**src/rtl/conv_pipe_multi.sv**
```systemverilog
// conv_pipe_multi: KxK multi-kernel convolution pipeline.
//   S1 registers per-tap products (coefficients read from the bank at acceptance),
//   S2 registers the accumulated sum, S3 rounds, clamps and drives the outputs.
//   A window presented in cycle N shows up on o_valid in cycle N+3.
//   Optional feature macro: CONV_ABS_EN (absolute value before clamp, for gradient magnitude).

// Per-tap multiplier: unsigned pixel times two's-complement coefficient.
module conv_tap_mul #(
    parameter int NBIT   = 8,
    parameter int PROD_W = 2*NBIT+1
) (
    input  logic [NBIT-1:0]          pix,
    input  logic [NBIT-1:0]          coef,
    output logic signed [PROD_W-1:0] prod
);
    // Zero-extend the pixel into signed space so the product sign follows the coefficient.
    assign prod = PROD_W'($signed({1'b0, pix})) * PROD_W'($signed(coef));
endmodule

module conv_pipe_multi #(
    parameter int NBIT        = 8,
    parameter int KERNEL_SIZE = 3,
    parameter int FRAC_BITS   = 4,
    parameter int NUM_KERNELS = 4,
    localparam int KSEL_W     = (NUM_KERNELS > 1) ? $clog2(NUM_KERNELS) : 1,
    localparam int TAPS       = KERNEL_SIZE*KERNEL_SIZE
) (
    input  logic                      i_clk,
    input  logic                      i_rst_n,
    input  logic [TAPS-1:0][NBIT-1:0] i_kernel,
    input  logic [KSEL_W-1:0]         i_kernel_wr_sel,
    input  logic                      i_kernel_valid,
    input  logic [TAPS-1:0][NBIT-1:0] i_data,
    input  logic [KSEL_W-1:0]         i_data_sel,
    input  logic                      i_data_valid,
    output logic                      o_data_ready,
    output logic [NBIT-1:0]           o_pixel,
    output logic [KSEL_W-1:0]         o_kernel_id,
    output logic                      o_sat,
    output logic                      o_valid,
    input  logic                      i_ready
);
    localparam int STAGES = 3;
    localparam int PROD_W = 2*NBIT+1;
    localparam int ACC_W  = PROD_W + $clog2(TAPS);
    localparam int RW     = ACC_W + 1;  // headroom for the rounding add and negation
    localparam int RND    = (FRAC_BITS > 0) ? (1 << (FRAC_BITS-1)) : 0;
    localparam logic signed [RW-1:0] MAXV = RW'((1 << NBIT) - 1);

    logic [NUM_KERNELS-1:0][TAPS-1:0][NBIT-1:0] bank;
    logic [STAGES:1]              vld_pipe;
    logic                         stall, accept, sel_ok, wr_ok;
    logic [TAPS-1:0][NBIT-1:0]    coef_sel;
    logic signed [PROD_W-1:0]     prod    [TAPS];
    logic signed [PROD_W-1:0]     s1_prod [TAPS];
    logic [KSEL_W-1:0]            s1_kid, s2_kid;
    logic                         s1_bad, s2_bad;
    logic signed [ACC_W-1:0]      acc_sum, s2_acc;
    logic signed [RW-1:0]         rnd_sum, rounded, mag;
    logic [NBIT-1:0]              s3_pix;
    logic                         s3_sat;

    // The whole pipe freezes only when the output register holds an unaccepted result.
    assign stall        = o_valid & ~i_ready;
    assign o_data_ready = ~stall;
    assign accept       = i_data_valid & o_data_ready;
    assign o_valid      = vld_pipe[STAGES];

    // Range checks only exist when the select width can name a missing bank entry.
    generate
        if (NUM_KERNELS >= (1 << KSEL_W)) begin : g_full_bank
            assign sel_ok = 1'b1;
            assign wr_ok  = 1'b1;
        end else begin : g_part_bank
            assign sel_ok = (i_data_sel      < KSEL_W'(NUM_KERNELS));
            assign wr_ok  = (i_kernel_wr_sel < KSEL_W'(NUM_KERNELS));
        end
    endgenerate

    // Coefficients come from the bank as it stands before this edge's write.
    always_comb begin
        coef_sel = '0;
        if (sel_ok) coef_sel = bank[i_data_sel];
    end

    generate
        for (genvar g = 0; g < TAPS; g++) begin : g_tap
            conv_tap_mul #(.NBIT(NBIT), .PROD_W(PROD_W)) u_tap (
                .pix  (i_data[g]),
                .coef (coef_sel[g]),
                .prod (prod[g])
            );
        end
    endgenerate

    // Coefficient bank writes run regardless of stalls.
    always_ff @(posedge i_clk or negedge i_rst_n) begin
        if (!i_rst_n)                      bank <= '0;
        else if (i_kernel_valid && wr_ok)  bank[i_kernel_wr_sel] <= i_kernel;
    end

    // Adder tree over the registered tap products.
    always_comb begin
        acc_sum = '0;
        for (int t = 0; t < TAPS; t++) acc_sum = acc_sum + ACC_W'(s1_prod[t]);
    end

    // Round half up, optional magnitude, then clamp to the unsigned pixel range.
    always_comb begin
        rnd_sum = RW'(s2_acc) + RW'(RND);
        rounded = rnd_sum >>> FRAC_BITS;
`ifdef CONV_ABS_EN
        mag = (rounded < 0) ? -rounded : rounded;
`else
        mag = rounded;
`endif
        s3_pix = mag[NBIT-1:0];
        s3_sat = 1'b0;
        if (s2_bad) begin
            s3_pix = '0;
        end else if (mag < 0) begin
            s3_pix = '0;
            s3_sat = 1'b1;
        end else if (mag > MAXV) begin
            s3_pix = '1;
            s3_sat = 1'b1;
        end
    end

    // Pipeline registers: all stages advance together unless the output is stalled.
    always_ff @(posedge i_clk or negedge i_rst_n) begin
        if (!i_rst_n) begin
            vld_pipe    <= '0;
            s1_prod     <= '{default: '0};
            s1_kid      <= '0;
            s1_bad      <= 1'b0;
            s2_acc      <= '0;
            s2_kid      <= '0;
            s2_bad      <= 1'b0;
            o_pixel     <= '0;
            o_kernel_id <= '0;
            o_sat       <= 1'b0;
        end else if (!stall) begin
            vld_pipe    <= {vld_pipe[STAGES-1:1], accept};
            s1_prod     <= prod;
            s1_kid      <= i_data_sel;
            s1_bad      <= ~sel_ok;
            s2_acc      <= acc_sum;
            s2_kid      <= s1_kid;
            s2_bad      <= s1_bad;
            o_pixel     <= s3_pix;
            o_kernel_id <= s2_kid;
            o_sat       <= s3_sat;
        end
    end
endmodule

```
**config.mk**
```make
export PLATFORM = sky130hd
export DESIGN_NAME = conv_pipe_multi
export DESIGN_NICKNAME = d
export VERILOG_FILES = /design/src/rtl/conv_pipe_multi.sv
export SDC_FILE = /design/constraint.sdc
export NUM_CORES = 2
export LEC_CHECK = 0
export ABC_AREA = 1
export BUFFER_PORTS_ARGS = -buffer_cell sky130_fd_sc_hd__buf_2
export CORE_MARGIN = 2
export CORE_UTILIZATION = 30
export DETAILED_ROUTE_END_ITERATION = 8
export SYNTH_ARGS = -nofsm -noshare
export SYNTH_HDL_FRONTEND = slang
export SYNTH_SLANG_ARGS = --single-unit
```
**constraint.sdc**
```tcl
create_clock -name i_clk -period 11.4 [get_ports i_clk]
set_input_delay 0 -clock i_clk [delete_from_list [all_inputs] [get_ports i_clk]]
set_output_delay 0 -clock i_clk [all_outputs]
set_load 0.05 [all_outputs]
```
=== Yosys cells after proc, flatten, opt, wreduce, memory -nomap -nowiden ===
Index checks and enable logic that the tools add are counted.

* Logic and storage cells: 89
* Bits of input ports: 153
* Output and inout bits: 13
* Register bits after elaboration: 480

* Multipliers: 9
* Bitwise operators: 4
* Add/subtract/negate cells: 9
* Magnitude comparators: 5
* Muxes and demuxes: 9
* Reduce and logical (&&, ||, !) cells: 1

{| class="wikitable"
|+ Operators by type and width
! operator !! count
|-
| 288-bit bitwise mux || 1
|-
| 9-bit by 8-bit multiplier with 17-bit output || 9
|-
| 72-bit binary-select mux with 2-bit select || 1
|-
| 72-bit demux with 2-bit select || 1
|-
| 72-bit two-way mux || 2
|-
| 21-bit by 17-bit adder with 21-bit output || 4
|-
| 21-bit by 5-bit adder with 22-bit output (second input constant) || 1
|-
| 20-bit by 17-bit adder with 21-bit output || 1
|-
| 19-bit by 17-bit adder with 20-bit output || 1
|-
| 18-bit by 17-bit adder with 19-bit output || 1
|-
| 17-bit by 17-bit adder with 18-bit output || 1
|-
| 18-bit by 9-bit > comparator with 1-bit output (second input constant) || 1
|-
| 18-bit by 1-bit < comparator with 1-bit output (second input constant) || 1
|-
| 8-bit two-way mux || 2
|-
| 2-bit by 3-bit < comparator with 1-bit output (second input constant) || 2
|-
| 1-bit bitwise AND || 2
|-
| 2-bit by 1-bit greater-or-equal comparator with 1-bit output (second input constant) || 1
|-
| 1-bit two-way mux || 2
|-
| 1-bit NOT || 2
|-
| 1-bit logical AND || 1
|}

=== Logic depth before layout (Yosys ltp) ===
* Depth in word-level cells: 8
* Depth in mapped cells: 27

=== By module ===
A second synthesis with hierarchy kept.

* Cells, all modules: 6,161
* Area, all modules: 46,254.4 µm²

{| class="wikitable"
|+ Modules (own cells, without submodules)
! module !! area each (µm²) !! cells an instance !! times used
|-
| conv_pipe_multi || 23,697.7 || 2,723 || 1
|-
| conv_tap_mul at g_tap[1].u_tap ... || 2,512.4 || 382 || 4
|-
| conv_tap_mul at g_tap[5].u_tap ... || 2,499.9 || 382 || 4
|-
| conv_tap_mul at g_tap[0].u_tap || 2,507.4 || 382 || 1
|}

=== Worst setup path before layout ===
No wires, ideal clock.

* Path type: input port to flip-flop
* Start: input i_data_sel[0]
* End: register s1_prod[82] in the netlist's numbering
* Path slack: 6.797 ns
* Data arrival time: 4.485 ns
* Stages on the path: 24
* Setup time: 0.118 ns
* Path through: buf_2 > buf_2 > clkbuf_1 > nand2_1 > nand3_1 > nand2_1 > inv_1 > nand2_1 > fa_1 > fa_1 > inv_1 > fa_1 > inv_1 > fa_1 > inv_1 > ha_1 > a21oi_1 > nand2_1 > a21oi_1 > o21ai_0 > a21oi_1 > nand2_1 > nand3_1 > nand2_1

* Longest elaborated chain between the ends: 3

{| class="wikitable"
|+ RTL lines
! element !! RTL line !! RTL
|-
| from (decl) || 34 || <nowiki>input logic [KSEL_W-1:0] i_data_sel,</nowiki>
|-
| 72-bit binary-select mux with 2-bit select || 83 || <nowiki>if (sel_ok) coef_sel = bank[i_data_sel];</nowiki>
|-
| 72-bit two-way mux (not written as such) || 83 ||
|-
| 9-bit by 8-bit multiplier with 17-bit output || 17 || <nowiki>assign prod = PROD_W'($signed({1'b0, pix})) * PROD_W'($signed(coef));</nowiki>
|-
| to (signal assigned) || 145 || <nowiki>s1_prod <= prod;</nowiki>
|-
| to (decl) || 55 || <nowiki>logic signed [PROD_W-1:0] s1_prod [TAPS];</nowiki>
|}

No other way between the ends. The select of a mux whose other input is x is not followed.
A chain may end at the register's enable or synchronous reset.

=== Worst setup path after layout ===
* Start: input i_data_sel[1]
* End: register s1_prod[14] in the netlist's numbering

Same word-level chain as after synthesis.

==> results.sh <==
export IMPL_worstRegToRegCells=22
export IMPL_synth_top_area_share_pct=27.5
export IMPL_fmax_mhz=186
export IMPL_start_util_pct=30.2
export IMPL_syn_nets=6433
export IMPL_clk_root_buffer_cell="clkbuf_16"
export IMPL_io_buffers=165
export IMPL_arrival_ns=5.91
export IMPL_synth_area_top_cells="dfrtp_1, fa_1, ha_1, nand2_1, inv_1"
export IMPL_met1_usage_pct=24.1
export IMPL_drt_initial_drc_count=2511
export IMPL_dieHeight_um=385
export IMPL_use_met3_pct=2.51
export IMPL_overflow=0
export IMPL_dp_hpwl_um=98800
export IMPL_vias=35300
export IMPL_synthCells=5419
export IMPL_ios=166
export IMPL_design_die_area_um2=148000
export IMPL_fin_nets=6616
export IMPL_async_flop_share_pct=100
export IMPL_critical_path_class="input port to flop"
export IMPL_grt_pass1_vias=35800
export IMPL_core_rowCount=139
export IMPL_routed_via_density=4.67
export IMPL_grt_max_degree=175
export IMPL_ys_top_cells_by_count="nand2_1, inv_1, nor2_1"
export IMPL_finalHoldViolCount=0
export IMPL_slew_headroom_pct=24.6
export IMPL_cts_tree="yes"
export IMPL_whs_ns=0.0275
export IMPL_yosysMostFrequentCell="nand2_1"
export IMPL_detail_route_wl_per_cell_um=16.6
export IMPL_critPathCaptureType="flop"
export IMPL_violations="DRC"
export IMPL_rsz0062_at_grt="false"
export IMPL_netlist_area_um2=43400
export IMPL_hold_class="input port to asynchronous set/reset pin"
export IMPL_coreArea_um2=144000
export IMPL_period_share_pct=47.1
export IMPL_drc=12
export IMPL_report_final_slew_viol_count=0
export IMPL_hold_buffers=88
export IMPL_yosys_area_top_type="dfrtp_1"
export IMPL_skew_ns=0.118
export IMPL_tightestPinTransition_ns=1.13
export IMPL_setup_viol_count_final=0
export IMPL_synth_seq_area_share_pct=27.5
export IMPL_worstPathCellList="buf_4 > clkinv_2 > buf_4 > nand3_1 > nand2_1 > inv_1 > nand2_1 > fa_1 > fa_1 > inv_1 > fa_1 > inv_1 > fa_1 > inv_1 > ha_1 > a21oi_1 > nand2_1 > a21oi_1 > o21ai_0 > a21oi_1 > inv_1 > nand2_1 > nand3_1 > nand2_1"
export IMPL_synth_edf_count=0
export IMPL_clock_path_buffers=3
export IMPL_cts_inserted_buffers=58
export IMPL_ys_ff_latch=477
export IMPL_period_needed_ns=5.37
export IMPL_post_cts_buffers=0
export IMPL_drive_above_1_share_pct=5.95
export IMPL_ant_nets=0
export IMPL_status="finished with violations"
export IMPL_post_cts_resized=0
export IMPL_fp_dieW_um=385
export IMPL_ys_flop_type="dfrtp_1"
export IMPL_routed_wirelength_um=126000
export IMPL_areaGrowthSynthToFinish_pct=13.1
export IMPL_grt_antenna_before_repair=12
export IMPL_clock_latency_ns=0.72
export IMPL_critPathSlowestCell="clkinv_2"
export IMPL_cts_sinks=477
export IMPL_crit_fanout=41
export IMPL_maxCapViolations=0
export IMPL_drt_pass1_iter_count=8
export IMPL_startpoint_type="input port"
export IMPL_setup_tns_ns=0
export IMPL_clkSlewWorstSetupHoldPaths_ns=0.06
export IMPL_htree_levels=2
export IMPL_crit_required_ns=11.94
export IMPL_avgSynthCellArea_um2=8.02
export IMPL_yosys_warnings=0
export IMPL_grt_usage_pct=17.2
export IMPL_slowest_delay_ns=0.66
export IMPL_grtUsageMet2_pct=27.8
export IMPL_regToRegStartpoint="bank[223]"
export IMPL_grt_busiest_layer="met2"
export IMPL_rr_endpoint="s1_prod[150]"
export IMPL_synth_cell_types=40
export IMPL_grt_pass1_wl_um=201000
export IMPL_gp_congestion=0.913
export IMPL_rrSetupSlack_ns=6.49
layout by cell type (no fill, tap or decap), types with 6 or more instances in the layout:
cell type | synthesis | final
nor3_1 | 25 | 25
o21ai_0 | 471 | 471
clkinvlp_4 | 0 | 8
dfrtp_1 | 477 | 477
fa_1 | 455 | 455
xnor2_1 | 21 | 21
xor2_1 | 25 | 25
clkbuf_16 | 0 | 58
buf_2 | 15 | 162
nor2_1 | 555 | 555
clkbuf_8 | 0 | 9
or2_2 | 27 | 27
clkinv_2 | 0 | 8
a31oi_1 | 36 | 36
o21ai_1 | 6 | 6
nor2_4 | 6 | 7
clkbuf_1 | 125 | 12
diode_2 | 0 | 7
dlygate4sd3_1 | 0 | 88
o31ai_1 | 14 | 14
a21o_1 | 12 | 12
ha_1 | 406 | 406
nand4_1 | 36 | 36
o21bai_1 | 24 | 24
nand2_2 | 6 | 6
inv_1 | 983 | 982
nand2_1 | 1268 | 1268
a21oi_1 | 109 | 109
nand3_1 | 274 | 270
buf_4 | 0 | 16
critical path, delay by kind of cell:
| kind | cells | cell delay, ns |
|---|---|---|
| AOI/OAI and AO/OA | 4 | 0.77 |
| adders and majority gates | 5 | 2.27 |
| buffers and inverters | 8 | 1.97 |
| and+or+nand+nor | 7 | 0.83 |
through the flow:
| stage | instance area [um^2] | instances | util (%) | setup WS (ns) |
|---|---|---|---|---|
| floorplan | 43400 | 5419 | - | 6.80 |
| global placement | 46300 | 7357 | 32.2 | 5.37 |
| detailed placement | 46300 | 7357 | 32.2 | 5.38 |
| CTS | 49100 | 7551 | 34.2 | 6.13 |
| global route | 49100 | 7553 | 34.2 | 5.67 |
| finish | 49100 | 7558 | 34.2 | 6.03 |
area by class of cell:
type / count / area [um^2]
Fill cell: 15300 / 94500
Multi-Input combinational cell: 3810 / 27300
Sequential cell: 477 / 11900
Inverter: 986 / 3710
Tap cell: 1903 / 2380
Timing Repair Buffer: 269 / 1870
Clock buffer: 79 / 1620
Clock inverter: 27 / 328
Antenna cell: 7 / 17.5
kinds of logic after synthesis:
kind of cell | count (synthesis) | synth area share (%)
AND/OR/NAND/NOR | 2218 | 20.7
buffers and inverters | 1132 | 9.83
adder cells (fa/ha/maj) | 861 | 32.7
AO/OA/AOI/OAI | 685 | 8.36
flip-flops | 477 | 27.5
XOR/XNOR | 46 | 0.928
per-layer routing:
layer	part of all wire, %	vias to the layer above	wire length (um)
met5	0.0087	-	11
met4	2.3	2	2840
met3	5.1	139	6390
met2	45	854	57100
met1	47	17100	59500
li1	-	17200	-
worst max path at each step:
stage | startpoint | endpoint | cells after the start
after detailed placement | i_data_sel[1] | s1_prod[82] | 24
after CTS | i_data_sel[1] | s1_prod[82] | 24
after global placement | i_data_sel[1] | s1_prod[82] | 24
final | i_data_sel[1] | s1_prod[14] | 24
after global routing | i_data_sel[1] | s1_prod[14] | 23
after floorplan | i_data_sel[0] | s1_prod[82] | 24
flip-flops by register name, indices dropped and copies added, names as in the netlist:
signal	count
bank	288
s1_prod	153
s2_acc	18
o_pixel	8
vld_pipe	3
o_kernel_id	2
s1_kid	2
s2_kid	2
o_sat	1
Power is left out: the tool's default activity adds up to more than one toggle a clock period on the data nets, which glitch-free logic cannot reach.
